## src/rtl/imm_ext_pipe.sv

```systemverilog
// imm_ext_pipe: immediate-field extender followed by a 2-entry skid buffer.
// The result is computed at input acceptance. It is held in a small FIFO with
// ready/valid handshakes on both sides. in_ready is registered, so it has no
// combinational path from out_ready.
// Optional feature macro: IMM_EXT_JUMP_EN adds the pc_hi port and enables
// JUMP mode (4). When the macro is undefined, mode 4 is treated as reserved.
module imm_ext_pipe #(
  parameter int IN_W  = 26,
  parameter int OUT_W = 32
) (
  input  logic               clk,
  input  logic               reset,
  input  logic               in_valid,
  output logic               in_ready,
  input  logic [IN_W-1:0]    in_imm,
  input  logic [2:0]         in_mode,
`ifdef IMM_EXT_JUMP_EN
  input  logic [OUT_W-IN_W-3:0] pc_hi,
`endif
  output logic               out_valid,
  input  logic               out_ready,
  output logic [OUT_W-1:0]   out_data,
  output logic               out_err,
  output logic [1:0]         occupancy
);

  localparam logic [2:0] MODE_ZERO   = 3'd0;
  localparam logic [2:0] MODE_SIGN   = 3'd1;
  localparam logic [2:0] MODE_BRANCH = 3'd2;
  localparam logic [2:0] MODE_LUI    = 3'd3;
  localparam logic [2:0] MODE_JUMP   = 3'd4;

  typedef enum logic [1:0] {
    ST_EMPTY = 2'd0,
    ST_ONE   = 2'd1,
    ST_FULL  = 2'd2
  } state_e;

  state_e             state_q, state_d;
  logic [OUT_W-1:0]   data0_q, data0_d;
  logic               err0_q, err0_d;
  logic [OUT_W-1:0]   data1_q, data1_d;
  logic               err1_q, err1_d;
  logic               in_ready_q, in_ready_d;

  logic [OUT_W-1:0]   sext;
  logic [OUT_W-1:0]   ext_data;
  logic               ext_err;
  logic               push;
  logic               pop;

  // Sign extension works for any legal IN_W/OUT_W pair, including equal widths.
  assign sext = OUT_W'(signed'(in_imm));

  // Extend the raw immediate according to the requested mode.
  always_comb begin
    ext_data = '0;
    ext_err  = 1'b0;
    case (in_mode)
      MODE_ZERO:   ext_data = OUT_W'(in_imm);
      MODE_SIGN:   ext_data = sext;
      MODE_BRANCH: ext_data = sext << 2;
      MODE_LUI:    ext_data = OUT_W'(in_imm[15:0]) << (OUT_W - 16);
`ifdef IMM_EXT_JUMP_EN
      MODE_JUMP:   ext_data = {pc_hi, in_imm, 2'b00};
`else
      MODE_JUMP: begin
        ext_data = '0;
        ext_err  = 1'b1;
      end
`endif
      default: begin
        ext_data = '0;
        ext_err  = 1'b1;
      end
    endcase
  end

  assign out_valid = (state_q != ST_EMPTY);
  assign in_ready  = in_ready_q;
  assign out_data  = data0_q;
  assign out_err   = err0_q;
  assign push      = in_valid && in_ready_q;
  assign pop       = out_valid && out_ready;

  // Report how many results are currently held.
  always_comb begin
    occupancy = 2'd0;
    case (state_q)
      ST_EMPTY: occupancy = 2'd0;
      ST_ONE:   occupancy = 2'd1;
      ST_FULL:  occupancy = 2'd2;
      default:  occupancy = 2'd0;
    endcase
  end

  // Compute the next buffer state and contents. Slot 0 always holds the oldest result.
  always_comb begin
    state_d = state_q;
    data0_d = data0_q;
    err0_d  = err0_q;
    data1_d = data1_q;
    err1_d  = err1_q;
    case (state_q)
      ST_EMPTY: begin
        if (push) begin
          state_d = ST_ONE;
          data0_d = ext_data;
          err0_d  = ext_err;
        end
      end
      ST_ONE: begin
        if (push && pop) begin
          data0_d = ext_data;
          err0_d  = ext_err;
        end else if (push) begin
          state_d = ST_FULL;
          data1_d = ext_data;
          err1_d  = ext_err;
        end else if (pop) begin
          state_d = ST_EMPTY;
          data0_d = '0;
          err0_d  = 1'b0;
        end
      end
      ST_FULL: begin
        if (pop) begin
          state_d = ST_ONE;
          data0_d = data1_q;
          err0_d  = err1_q;
        end
      end
      default: state_d = ST_EMPTY;
    endcase
    in_ready_d = (state_d != ST_FULL);
  end

  // Register the buffer state. Reset discards every held result.
  always_ff @(posedge clk) begin
    if (reset) begin
      state_q    <= ST_EMPTY;
      data0_q    <= '0;
      err0_q     <= 1'b0;
      data1_q    <= '0;
      err1_q     <= 1'b0;
      in_ready_q <= 1'b1;
    end else begin
      state_q    <= state_d;
      data0_q    <= data0_d;
      err0_q     <= err0_d;
      data1_q    <= data1_d;
      err1_q     <= err1_d;
      in_ready_q <= in_ready_d;
    end
  end

endmodule

```

## config.mk

```make
export PLATFORM = sky130hd
export DESIGN_NAME = imm_ext_pipe
export DESIGN_NICKNAME = d
export VERILOG_FILES = /design/src/rtl/imm_ext_pipe.sv
export SDC_FILE = /design/constraint.sdc
export NUM_CORES = 1
export LEC_CHECK = 0
export CAP_MARGIN = 20
export CORE_ASPECT_RATIO = 1.25
export CORE_MARGIN = 2
export CORE_UTILIZATION = 50
export CTS_CLUSTER_SIZE = 14
export DETAILED_ROUTE_END_ITERATION = 10
export PLACE_DENSITY = 0.76
export SYNTH_ARGS = -nofsm -noshare
export SYNTH_HDL_FRONTEND = slang
export SYNTH_SLANG_ARGS = --single-unit
```

## constraint.sdc

```tcl
create_clock -name clk -period 3.05 [get_ports clk]
set_input_delay 0.61 -clock clk [delete_from_list [all_inputs] [get_ports clk]]
set_output_delay 0.61 -clock clk [all_outputs]
set_load 0.05 [all_outputs]
```

Word-level counts from Yosys, hierarchy flattened
Index checks and enable logic that the tools add are counted.
{ "word_totals": {"ff_bits": 69} }
{ "classes": {"n_mux": 21, "eq_ne": 10, "reduce_logical": 10, "n_bitwise": 1} }
{ "op_table": {"columns": ["operator", "count"], "rows": [
  ["two-way mux 32 bit", 5],
  ["case mux 32 bit (4 select lines)", 1],
  ["case mux 32 bit (3 select lines)", 1],
  ["two-way mux 2 bit", 5],
  ["equality test 3 x 2 -> 1 bit, second input constant", 2],
  ["two-way mux 1 bit", 6],
  ["inequality test 2 bit, second input constant", 3],
  ["inequality test 3 bit, second input constant", 2],
  ["case mux 2 bit (3 select lines)", 1],
  ["AND reduction 5 bit", 1],
  ["case mux 2 bit (2 select lines)", 1],
  ["OR reduction 4 bit", 1],
  ["equality test 3 x 1 -> 1 bit, second input constant", 1],
  ["logical AND 1 bit", 3],
  ["zero test 3 bit", 1],
  ["case mux 1 bit (3 select lines)", 1],
  ["AND reduction 3 bit", 1],
  ["nonzero test 3 bit", 1],
  ["equality test 2 x 1 -> 1 bit, second input constant", 1],
  ["equality test 2 bit, second input constant", 1],
  ["zero test 2 bit", 1],
  ["nonzero test 2 bit", 1],
  ["NOT 1 bit", 1]
]} }

Logic depth before layout (Yosys ltp)
{ "logic_depth": {"word_depth": 7, "depth_mapped": 8, "depth_no_buf": 6} }

Least setup slack after synthesis
OpenSTA, ideal clock, no wires.
{ "synth_timing": {"path_type": "reg-to-reg", "startpoint": "register state_q[1]", "endpoint": "register data0_q[23] (netlist: out_data[23])", "path_slack_ps": 1095, "t_arrival_ps": 1876, "setup_time_ps": 79, "path_stages_with_launch": 8, "cell_sequence": "dfxtp_1 inv_1 ha_1 inv_2 o31ai_4 buf_6 a221oi_2 nor3_1"} }
{ "synth_between": {"elab_chain_cells": 5, "word_cells_on_any_way": 14} }
{ "synth_lines": {"columns": ["item", "line", "rtl"], "rows": [
  ["start: declaration", "39", "state_e state_q, state_d;"],
  ["start signal: assignment", "148", "state_q <= state_d;"],
  ["nonzero test 2 bit", "79", "assign out_valid = (state_q != ST_EMPTY);"],
  ["logical AND 1 bit", "84", "assign pop = out_valid && out_ready;"],
  ["logical AND 1 bit", "113", "if (push && pop) begin"],
  ["inequality test 3 bit (no line) / two-way mux 32 bit (equally long branches)", null, null],
  ["AND reduction 5 bit (no line) / case mux 32 bit (3 select lines) (equally long branches)", null, null],
  ["end signal: assignment", "149", "data0_q <= data0_d;"],
  ["end: declaration", "40", "logic [OUT_W-1:0] data0_q, data0_d;"]
]} }
Parallel ways exist; a longest one is shown, timed or not.
A chain may end at the register's enable or synchronous reset.

Worst setup path in the final report
{ "layout_timing": {"startpoint": "register state_q[0]", "endpoint": "output out_valid"} }
{ "layout_between": {"elab_chain_cells": 1} }
{ "layout_lines": {"columns": ["item", "line", "rtl"], "rows": [
  ["nonzero test 2 bit", "79", null],
  ["end: declaration", "20", "output logic out_valid,"]
]} }
No other way between the ends.

==> results by group <==
Clock tree
  • CTS tree: done
  • Longest Clk Path Bufs: 2
  • Post-CTS Setup Bufs: 0
  • H-tree depth: 3
  • CTS clk-pin slew, worst paths: 0.07 ns
  • Clk_lat worst skew: 0.35 ns
  • Gates resized, CTS repair: 0
  • CTS Sinks: 69
  • Post-CTS Hold Fix Bufs: 0
  • CTS Root Buffer Type: clkbuf_8
  • TritonCTS Buffers: 9

Yosys
  • Synth area leaders: dfxtp_1, a221oi_2, nor3_2
  • Syn_nets: 438
  • Flop and latch count out of synthesis: 69
  • Seq/Total Area, Yosys: 37.6%
  • Netlist cell types: 39
  • Most common cell in the netlist: dfxtp_1
  • Post-Synthesis Cells: 399
  • Top cells by count, synth: dfxtp_1, nand2_1, nor2_1
  • Post-synth EDFFs: 0
  • Syn_area_per_cell: 9.20 sq um
  • Top cell type by total area after synthesis: dfxtp_1
  • Ys Warns: 0
  • Dominant synthesized flop cell: dfxtp_1
  • Area share of the leading cell type in the synthesized netlist: 37.6%
  • Asr flop ratio synth: 0%
  • Mapped cell area: 3670 sq um

STA
  • Max-slew violations: 0
  • Final worst path period need: 2.69 ns
  • Final setup viols: 0
  • Setup TNS: 0 ns
  • Slew at the pin with the worst max-slew slack: 0.788 ns
  • FMAX: 371 MHz
  • Fin. Hold Viols: 0
  • Skew final: 0.00526 ns
  • Setup ws final: 0.357 ns
  • Fin crit share: 88.3%
  • Max_slew headroom: 47.5%
  • RSZ-0062 raised after global routing: no

Worst setup path
  • CP startpoint: state_q[0]
  • Top delay family on crit path: buffers and inverters
  • CP endpoint: out_valid
  • Crit-path max cell delay: 0.80 ns
  • Crit path max fanout: 5
  • Crit end category: output port
  • Critical R2R Capture: out_data[28]
  • WP depth: 4
  • Crit path max-delay cell type: clkdlybuf4s50_1
  • Reg2reg setup slack: 0.83 ns
  • Worst Path Arrival: 2.08 ns
  • Worst Setup Start Kind: flip-flop
  • Reg2Reg Depth: 7
  • Crit path cell chain: inv_1 > ha_1 > inv_1 > clkdlybuf4s50_1
  • WP data required: 2.44 ns
  • Cell mode on critical path: inv_1
  • R2R Path Start: state_q[1]
  • Buf/Inv on CP: 3
  • CP Class: reg2out

Power and ir drop
  • Worst vdd rail ir drop: 352 uV
  • Cell Pwr Density: 618 nW/um^2
  • LEAKAGE: 1.64 nW

Flow run
  • Maxcap violations: 0

Place
  • Gpl congestion: 0.801
  • Pre-CTS setup slack: 0.372 ns
  • Port buffer count: 69
  • DP HPWL: 6150 um

GRT
  • Largest net degree at the start of global routing: 36
  • Total grt overflow: 0
  • Initial antenna violation count: 0
  • Met3 Usage GRT: 4.86%
  • Met1 usage: 29.7%
  • First-pass GRT wire length: 14500 um
  • Grt met2 use: 37.2%
  • GRT busiest layer: met2
  • GRT Total Usage: 23.1%
  • Vias in the first global route: 3025

Die
  • Die Y: 99.8 um
  • Die area: 8050 sq um
  • Initial Utilization: 52.3%
  • # rows: 34
  • Die X: 80.6 um
  • I/O pins: 70
  • Core box area: 7020 sq um

Layout
  • Antenna diode count: 0
  • Fill count: 623
  • Area grow syn2layout: 24.1%
  • Fin nets: 494
  • Share of cells above drive strength 1: 20.5%

Detailed routing
  • DRT iter0 DRCs: 174
  • # DRC: 0
  • Via-per-instance ratio: 5.76
  • Vias post-DR: 3155
  • DR pass1 iterations: 5
  • Wire per inst: 16.2 um
  • Remaining antenna violation count after routing: 0
  • Drt total wl: 8870 um

Min path
  • Hold Crit Class: reg2reg
  • Critical hold path startpoint: data1_q[5]

Run status
  • Run status: completed
layout by cell type, fill, tap and decap left out, drive strengths merged, types with 2 or more instances in the layout:
master         synthesis  routed
o21ai                  6       6
inv                    4       4
ha                     6       6
a32oi                  2       2
nor3                  34      34
nand4bb                2       2
a221oi                31      31
a21oi                 36      36
nand3                  4       4
a22o                  15      15
a211oi                12      12
nor2                  45      45
and2                   3       3
mux2i                 16      16
buf                   26      14
clkdlybuf4s50          0      68
clkbuf                11      11
nand2                 65      65
clkinv                 0       3
nor3b                  2       2
dfxtp                 69      69
power by group:
group / switching (mW) / internal, mW
combinational: 0.732 / 0.419
sequential: 0.0514 / 0.997
clock: 0.331 / 0.282
total: 1.11 / 1.70
state kept, by name (all words and copies together) (netlist names):
register and cells:
out_data 32, err1_q 1, out_err 1, state_q 2, data1_q 32, in_ready 1
worst min-delay path, stage by stage (launching register included):
cell and delay [ns]:
dfxtp_1 0.31, nand2_1 0.05, a21oi_1 0.05
metrics by stage:
stage | total power, mW | hold WS (ns) | cells | instance area [sq um] | utilization (%)
after floorplan | 1.89 | 0.436 | 399 | 3670 | -
after global placement | 2.18 | 0.442 | 533 | 4380 | 62.4
after detailed placement | 2.20 | 0.448 | 533 | 4380 | 62.4
after CTS | 2.81 | 0.458 | 547 | 4530 | 64.5
after global routing | 2.95 | 0.476 | 548 | 4550 | 64.9
final | 2.81 | 0.456 | 548 | 4550 | 64.9
cells by family after synthesis:
kind of cell	share of synthesized area, %
simple gates	23.0
compound gates	26.5
flops	37.6
buf+inv	6.14
mux	4.36
fa+ha+maj	2.05
xor+xnor	0.239
cell type report:
cell class | count | area, sq um | area share, %
repair buffers | 82 | 828 | 18.2
clock buffers | 11 | 131 | 2.88
flip-flops and latches | 69 | 1380 | 30.3
inverters | 4 | 15.0 | 0.330
well taps | 90 | 113 | 2.47
clock inverters | 3 | 15.0 | 0.330
multi-input cells | 289 | 2070 | 45.5
worst min-delay path by stage:
stage / slack, ns / end / cells past startpoint
2_1_floorplan: 0.44 / data1_q[0] / 2
3_3_place_gp: 0.44 / data1_q[0] / 2
3_5_place_dp: 0.45 / data1_q[5] / 2
4_1_cts: 0.46 / data1_q[5] / 2
5_1_grt: 0.48 / data1_q[2] / 2
6_report: 0.46 / data1_q[5] / 2
per-layer routing:
metal  up-vias  wire, um
met5         -         0
met2        95      4260
met3        21       463
li1       1546         -
met4         0       223
met1      1493      3920
(Power assumes the default switching activity.)
